`config.mk`:
```
export PLATFORM = sky130hd
export DESIGN_NAME = espectro_sequencer_flat
export DESIGN_NICKNAME = d
export VERILOG_FILES = /design/src/rtl/espectro_pkg.sv /design/src/rtl/espectro_if.sv /design/src/rtl/espectro_note_fifo.sv /design/src/rtl/espectro_sequencer.sv /design/src/flat_wrapper.sv
export SDC_FILE = /design/constraint.sdc
export NUM_CORES = 1
export LEC_CHECK = 0
export CAP_MARGIN = 40
export CORE_UTILIZATION = 64
export DETAILED_ROUTE_END_ITERATION = 12
export GPL_TIMING_DRIVEN = 0
export PLACE_DENSITY = 0.82
export SLEW_MARGIN = 20
export SYNTH_ARGS = -nofsm -noshare
export SYNTH_HDL_FRONTEND = slang
export SYNTH_HIERARCHICAL = 1
export SYNTH_SLANG_ARGS = --single-unit
```
`constraint.sdc`:
```
create_clock -name clk -period 10 [get_ports clk]
set_input_delay 2.5 -clock clk [delete_from_list [all_inputs] [get_ports clk]]
set_output_delay 2.5 -clock clk [all_outputs]
set_load 0.01 [all_outputs]
```
`src/rtl/espectro_pkg.sv`:
```
// espectro_sequencer shared definitions: register map, control and
// status bit positions, FSM encoding.
package espectro_pkg;

   localparam logic [3:0] ADDR_FREQ = 4'h2;
   localparam logic [3:0] ADDR_PUSH = 4'h4;
   localparam logic [3:0] ADDR_CTRL = 4'h6;
   localparam logic [3:0] ADDR_STAT = 4'h8;
   localparam logic [3:0] ADDR_REM  = 4'hA;

   localparam int CTRL_START   = 0;
   localparam int CTRL_STOP    = 1;
   localparam int CTRL_CLR_OVF = 2;

   localparam int ST_BUSY  = 0;
   localparam int ST_FULL  = 1;
   localparam int ST_EMPTY = 2;
   localparam int ST_OVF   = 3;
   localparam int ST_CNT   = 4;

   typedef enum logic [1:0] {
      S_IDLE,
      S_LOAD,
      S_PLAY
   } state_e;

   function automatic logic [15:0] status_word(
      input logic [3:0] cnt,
      input logic       ovf,
      input logic       empty,
      input logic       full,
      input logic       busy
   );
      logic [15:0] s;
      s               = '0;
      s[ST_CNT+:4]    = cnt;
      s[ST_OVF]       = ovf;
      s[ST_EMPTY]     = empty;
      s[ST_FULL]      = full;
      s[ST_BUSY]      = busy;
      return s;
   endfunction

endpackage

```
`src/rtl/espectro_if.sv`:
```
// CPU-side register bus of the espectro sequencer.
// The CPU is the master, the sequencer the slave.
interface espectro_if;

   logic [15:0] d_in;
   logic        cs;
   logic [3:0]  addr;
   logic        rd;
   logic        wr;
   logic [15:0] d_out;

   modport master (
      output d_in, cs, addr, rd, wr,
      input  d_out
   );

   modport slave (
      input  d_in, cs, addr, rd, wr,
      output d_out
   );

endinterface

```
`src/rtl/espectro_note_fifo.sv`:
```
// Note queue: 32-bit {freq, dur} entries, DEPTH deep, with flush.
// Pushes when full and pops when empty are ignored.
module espectro_note_fifo #(
   parameter int DEPTH = 8,
   parameter int CW    = $clog2(DEPTH) + 1
) (
   input  logic          clk,
   input  logic          rst,
   input  logic          push_i,
   input  logic          pop_i,
   input  logic          flush_i,
   input  logic [31:0]   wdata_i,
   output logic [31:0]   rdata_o,
   output logic          full_o,
   output logic          empty_o,
   output logic [CW-1:0] count_o
);

   localparam int AW = $clog2(DEPTH);

   logic [31:0]   mem_q [DEPTH];
   logic [AW-1:0] wr_ptr_q;
   logic [AW-1:0] rd_ptr_q;
   logic [CW-1:0] count_q;
   logic          do_push;
   logic          do_pop;

   assign full_o  = (count_q == CW'(DEPTH));
   assign empty_o = (count_q == '0);
   assign count_o = count_q;
   assign rdata_o = mem_q[rd_ptr_q];

   assign do_push = push_i & ~full_o & ~flush_i;
   assign do_pop  = pop_i & ~empty_o & ~flush_i;

   always_ff @(posedge clk) begin
      if (do_push) mem_q[wr_ptr_q] <= wdata_i;
   end

   always_ff @(posedge clk or posedge rst) begin
      if (rst) begin
         wr_ptr_q <= '0;
         rd_ptr_q <= '0;
         count_q  <= '0;
      end else if (flush_i) begin
         wr_ptr_q <= '0;
         rd_ptr_q <= '0;
         count_q  <= '0;
      end else begin
         if (do_push) wr_ptr_q <= wr_ptr_q + AW'(1);
         if (do_pop)  rd_ptr_q <= rd_ptr_q + AW'(1);
         count_q <= count_q + CW'(do_push) - CW'(do_pop);
      end
   end

endmodule

```
`src/rtl/espectro_sequencer.sv`:
```
// Melody sequencer: pops queued notes and drives espectro's tone word,
// load strobe and mute, holding each note for dur ticks.
module espectro_sequencer
   import espectro_pkg::*;
#(
   parameter int CLK_HZ  = 50000000,
   parameter int TICK_HZ = 1000,
   parameter int DEPTH   = 8
) (
   input  logic        clk,
   input  logic        rst,
   espectro_if.slave   bus,
   output logic [15:0] tone_freq,
   output logic        tone_load,
   output logic        tone_mute,
   output logic        busy
);

   localparam int TICK_DIV = CLK_HZ / TICK_HZ;
   localparam int PW = (TICK_DIV > 1) ? $clog2(TICK_DIV) : 1;
   localparam int CW = $clog2(DEPTH) + 1;

   state_e        state_q;
   logic          run_q;
   logic [15:0]   freq_q;
   logic          ovf_q;
   logic [15:0]   tone_freq_q;
   logic          tone_load_q;
   logic          tone_mute_q;
   logic          busy_q;
   logic [15:0]   cnt_q;
   logic [PW-1:0] pre_q;
   logic [15:0]   d_out_q;
   logic [15:0]   d_out_d;

   logic          wr_en;
   logic          rd_en;
   logic          wr_freq;
   logic          wr_push;
   logic          wr_ctrl;
   logic          ctrl_start;
   logic          ctrl_stop;
   logic          ctrl_clr;

   logic          fifo_full;
   logic          fifo_empty;
   logic [CW-1:0] fifo_cnt;
   logic [31:0]   head;
   logic [15:0]   head_freq;
   logic [15:0]   head_dur;
   logic          push_ok;
   logic          pop;
   logic          more_after_pop;
   logic          more_now;

   assign wr_en   = bus.cs & bus.wr;
   assign rd_en   = bus.cs & bus.rd;
   assign wr_freq = wr_en & (bus.addr == ADDR_FREQ);
   assign wr_push = wr_en & (bus.addr == ADDR_PUSH);
   assign wr_ctrl = wr_en & (bus.addr == ADDR_CTRL);

   assign ctrl_start = wr_ctrl & bus.d_in[CTRL_START];
   assign ctrl_stop  = wr_ctrl & bus.d_in[CTRL_STOP];
   assign ctrl_clr   = wr_ctrl & bus.d_in[CTRL_CLR_OVF];

   assign head_freq = head[31:16];
   assign head_dur  = head[15:0];
   assign push_ok   = wr_push & ~fifo_full;
   assign pop       = (state_q == S_LOAD) & ~ctrl_stop;

   // A push landing in the same clk keeps the queue non-empty.
   assign more_after_pop = (fifo_cnt > CW'(1)) | push_ok;
   assign more_now       = ~fifo_empty | push_ok;

   espectro_note_fifo #(
      .DEPTH (DEPTH),
      .CW    (CW)
   ) u_fifo (
      .clk     (clk),
      .rst     (rst),
      .push_i  (wr_push),
      .pop_i   (pop),
      .flush_i (ctrl_stop),
      .wdata_i ({freq_q, bus.d_in}),
      .rdata_o (head),
      .full_o  (fifo_full),
      .empty_o (fifo_empty),
      .count_o (fifo_cnt)
   );

   always_ff @(posedge clk or posedge rst) begin
      if (rst) begin
         freq_q <= '0;
         ovf_q  <= 1'b0;
      end else begin
         if (wr_freq) freq_q <= bus.d_in;
         if (wr_push & fifo_full) ovf_q <= 1'b1;
         else if (ctrl_clr)       ovf_q <= 1'b0;
      end
   end

   always_ff @(posedge clk or posedge rst) begin
      if (rst) begin
         state_q     <= S_IDLE;
         run_q       <= 1'b0;
         tone_freq_q <= '0;
         tone_load_q <= 1'b0;
         tone_mute_q <= 1'b1;
         busy_q      <= 1'b0;
         cnt_q       <= '0;
         pre_q       <= '0;
      end else begin
         tone_load_q <= 1'b0;
         busy_q      <= (state_q != S_IDLE);
         unique case (state_q)
            S_IDLE: begin
               if (run_q) begin
                  if (!fifo_empty) state_q <= S_LOAD;
                  else             run_q   <= 1'b0;
               end
            end
            S_LOAD: begin
               if (head_dur == '0) begin
                  if (more_after_pop) begin
                     state_q <= S_LOAD;
                  end else begin
                     state_q     <= S_IDLE;
                     tone_mute_q <= 1'b1;
                     run_q       <= 1'b0;
                  end
               end else begin
                  tone_freq_q <= head_freq;
                  tone_load_q <= 1'b1;
                  tone_mute_q <= (head_freq == '0);
                  cnt_q       <= head_dur;
                  pre_q       <= '0;
                  state_q     <= S_PLAY;
               end
            end
            S_PLAY: begin
               if (pre_q == PW'(TICK_DIV - 1)) begin
                  pre_q <= '0;
                  cnt_q <= cnt_q - 16'd1;
                  if (cnt_q == 16'd1) begin
                     if (more_now) begin
                        state_q <= S_LOAD;
                     end else begin
                        state_q     <= S_IDLE;
                        tone_mute_q <= 1'b1;
                        run_q       <= 1'b0;
                     end
                  end
               end else begin
                  pre_q <= pre_q + PW'(1);
               end
            end
            default: state_q <= S_IDLE;
         endcase
         if (ctrl_start) run_q <= 1'b1;
         // Stop wins over everything, including a start in the same write.
         if (ctrl_stop) begin
            run_q       <= 1'b0;
            state_q     <= S_IDLE;
            tone_mute_q <= 1'b1;
            tone_load_q <= 1'b0;
            busy_q      <= 1'b0;
            cnt_q       <= '0;
            pre_q       <= '0;
         end
      end
   end

   always_comb begin
      d_out_d = '0;
      if (rd_en) begin
         case (bus.addr)
            ADDR_STAT: d_out_d = status_word(4'(fifo_cnt), ovf_q,
                                             fifo_empty, fifo_full,
                                             busy_q);
            ADDR_REM:  d_out_d = cnt_q;
            default:   d_out_d = '0;
         endcase
      end
   end

   always_ff @(posedge clk or posedge rst) begin
      if (rst) d_out_q <= '0;
      else     d_out_q <= d_out_d;
   end

   assign bus.d_out = d_out_q;
   assign tone_freq = tone_freq_q;
   assign tone_load = tone_load_q;
   assign tone_mute = tone_mute_q;
   assign busy      = busy_q;

endmodule

```
`src/flat_wrapper.sv`:
```
// flat-port wrapper written by rule: the top's interface ports become plain ports
module espectro_sequencer_flat import espectro_pkg::*;
#(
   parameter int CLK_HZ  = 50000000,
   parameter int TICK_HZ = 1000,
   parameter int DEPTH   = 8
)
  (clk, rst, tone_freq, tone_load, tone_mute, busy, bus_d_in, bus_cs, bus_addr, bus_rd, bus_wr, bus_d_out);
  espectro_if bus_i ();
  input  logic clk;
  input  logic rst;
  output logic [15:0] tone_freq;
  output logic tone_load;
  output logic tone_mute;
  output logic busy;
  input wire logic [$bits(bus_i.d_in)-1:0] bus_d_in;
  input wire logic [$bits(bus_i.cs)-1:0] bus_cs;
  input wire logic [$bits(bus_i.addr)-1:0] bus_addr;
  input wire logic [$bits(bus_i.rd)-1:0] bus_rd;
  input wire logic [$bits(bus_i.wr)-1:0] bus_wr;
  output wire logic [$bits(bus_i.d_out)-1:0] bus_d_out;
  assign bus_i.d_in = bus_d_in;
  assign bus_i.cs = bus_cs;
  assign bus_i.addr = bus_addr;
  assign bus_i.rd = bus_rd;
  assign bus_i.wr = bus_wr;
  assign bus_d_out = bus_i.d_out;
  espectro_sequencer #(.CLK_HZ(CLK_HZ), .TICK_HZ(TICK_HZ), .DEPTH(DEPTH)) u_core (.clk(clk), .rst(rst), .bus(bus_i), .tone_freq(tone_freq), .tone_load(tone_load), .tone_mute(tone_mute), .busy(busy));
endmodule
```
==> results_dict.tcl <==
set metrics [dict create \
    status "complete, no violations" \
    slowest_delay_ns 0.79 \
    worstPathRequired_ns 10.22 \
    track_usage_pct 32.29 \
    start_util_pct 65.62 \
    dieArea_um2 23900 \
    gp_congestion 0.9811 \
    insertion_delay_ns 0.52 \
    slew_headroom_pct 35.31 \
    cts_max_level 2 \
    synth_top_flop_cell "edfxtp_1" \
    port_buffers 59 \
    mostFrequentLayoutCells "edfxtp_1 (256), dfrtp_1 (96), mux2_2 (66)" \
    hold_violations 0 \
    clock_path_buffers 3 \
    syn_inst 884 \
    yosysSeqAreaShare_pct 67.88 \
    p_leak_nw 6.102 \
    ir_drop_mv 0.2021 \
    antenna_left 0 \
    row_count 55 \
    drv_cap 0 \
    cp-end-kind "flop" \
    synth_top_area_share_pct 51.59 \
    ys_seq_elements 353 \
    synth_area_leader_cell "edfxtp_1" \
    gr-total-overflow 0 \
    dr.pass1.iters 5 \
    worstPathArrival_ns 6.12 \
    first_iter_violations 1002 \
    viasPerCell 6.896 \
    fin_skew_ns 0.01346 \
    grt_pass1_vias 9183 \
    power.density_nw_per_um2 267.4 \
    cts_resized 0 \
    crit_path_start_kind "input pin" \
    synth_cell_types 70 \
    synth_area_per_cell_um2 16.86 \
    synth-edff-count 256 \
    core_area_um2 22710 \
    drc 0 \
    async_reset_ff_share_pct 27.48 \
    grt_max_degree 67 \
    rsz0062_at_grt "no" \
    nets 1044 \
    worstHoldPathType "reg -> reg" \
    fin_crit_sh_pct 59.05 \
    die_width_um 154.6 \
    cts_setup_buffers 0 \
    wirelength_mm 37.21 \
    clk_pin_slew_ns 0.06 \
    top_usage_layer "met2" \
    grt_pass1_wl_mm 55.62 \
    use_met3_pct 4.931 \
    critPathMaxFanout 14 \
    hpwl_mm 23.38 \
    layout_commonest_cell "edfxtp_1" \
    gr-usage-met1_pct 41.89 \
    crit_type "in -> reg" \
    drt-wirelength-per-cell_um 28.36 \
    die_height_um 154.6 \
    clock-sinks 353 \
    root_buffer "clkbuf_16" \
    slowest_stage "nor3_2" \
    max_freq_mhz 169.4 \
    worstPathCellList "clkdlybuf4s50_1 > nand2b_1 > nor3_4 > nand2_2 > clkinv_2 > clkbuf_1 > buf_6 > nand4b_1 > nor3_2 > buf_4 > buf_4" \
    holdBufCountCts 0 \
    pin_count 60 \
    synthToLayoutAreaGrowth_pct 16.47 \
    hold_ws_ns 0.5088 \
    timing.critical_path.mode_cell "buf_4" \
    tns_ns 0 \
    min_period_ns 5.905 \
    antenna_cells 0 \
    antenna_found_initial 0 \
    globalRouteMet2Util_pct 55.07 \
    drive_gt1_share_pct 20.93 \
    yosysWarnings 6 \
    synth.cell_area_um2 14900 \
    syn_nets 925 \
    cts_tree "done" \
    vias 9048 \
    slew_violations 0 \
    worstMarginPinSlew_ns 0.9703 \
    setup_viol 0 \
    synth.top_cells.by_area "edfxtp_1 (52%), dfrtp_1 (16%), mux4_2 (6.2%)" \
    cts_buffers 35 \
]
[critical path, delay by kind of cell]
family | cells | cell delay [ns]
buffers and inverters | 6 | 1.73
and+or+nand+nor | 5 | 1.87
[area by class of cell]
cell class,instances,area [µm²]
clock buffer,49,968.4
sequential,353,10120
fill,1295,5353
inverter,22,88.84
tap,285,356.6
clock inverter,12,125.1
multi-input combinational,469,4523
buffer,40,239.0
timing repair buffer,82,939.7
[through the flow]
| step | cell area [µm²] | power, mW | worst slack [ns] | cells | utilization [%] |
|---|---|---|---|---|---|
| after floorplan | 14900 | 2.850 | 3.402 | 884 | - |
| after global placement | 15850 | 3.299 | 0.2276 | 1228 | 69.79 |
| after detailed placement | 16230 | 3.338 | 3.498 | 1247 | 71.46 |
| after CTS | 17320 | 4.634 | 3.964 | 1308 | 76.28 |
| after global routing | 17360 | 4.809 | 4.040 | 1312 | 76.43 |
| final | 17360 | 4.641 | 4.095 | 1312 | 76.43 |
[power breakdown]
group / switching (mW) / internal (mW)
sequential: 0.136 / 1.72
combinational: 0.822 / 0.698
clock: 0.532 / 0.731
[layer usage]
metal  part of all wire, %  up-vias
met5                     0        -
met4                   3.5        0
met3                   8.2      106
met2                    51      568
met1                    38     4588
li1                      -     3786
[synthesized netlist by cell type, types with 7 or more instances]
library cell    n
a211oi_1        7
a21oi_1        31
a22oi_1         9
a31oi_1         8
and2_1          9
buf_2           7
clkbuf_1       25
dfrtp_1        96
edfxtp_1      256
ha_1           15
inv_1          20
mux2_2         66
mux4_1         23
mux4_2         41
nand2_1        17
nand3_1        16
nand4_1         8
nor2_1         46
nor2b_1        10
nor3_1         16
nor4_1         13
o21ai_0        24
o31ai_1        14
or4_1          10
[sequential cells by signal, indices dropped and copies added, names as in the netlist, 2 cells and up]
signal	flops
u_core/pre_q	16
u_core/u_fifo/wr_ptr_q	3
u_core/u_fifo/mem_q	256
u_core/tone_freq	16
u_core/u_fifo/rd_ptr_q	3
u_core/freq_q	16
u_core/bus.d_out	16
u_core/cnt_q	16
u_core/u_fifo/count_o	4
u_core/state_q	2
[kinds of logic (layout without fill, tap and decap cells)]
| group | Yosys count | in the layout | share of synthesized area (%) |
|---|---|---|---|
| multiplexers | 136 | 136 | 15.65 |
| AO/OA/AOI/OAI | 127 | 127 | 5.659 |
| AND/OR/NAND/NOR | 185 | 185 | 6.952 |
| buffers and inverters | 62 | 205 | 2.166 |
| adder cells (fa/ha/maj) | 16 | 16 | 1.394 |
| flip-flops | 353 | 353 | 67.88 |
| XOR/XNOR | 5 | 5 | 0.2939 |
[final timing paths]
kind / start / end / slack (ns) / cells after the start
min in group asynchronous: rst / u_core/freq_q[8] / 2.39 / 2
max in group asynchronous: rst / u_core/tone_mute / 6.94 / 3
setup / recovery: bus_addr[0] / u_core/u_fifo/mem_q[1][16] / 4.10 / 11
hold reg to reg: u_core/tone_freq[8] / u_core/tone_freq[8] / 0.51 / 1
hold / removal: u_core/tone_freq[8] / u_core/tone_freq[8] / 0.51 / 1
setup reg to reg: u_core/u_fifo/rd_ptr_q[2] / u_core/cnt_q[5] / 5.38 / 10
Note: power is estimated with default switching activity, not from simulation.
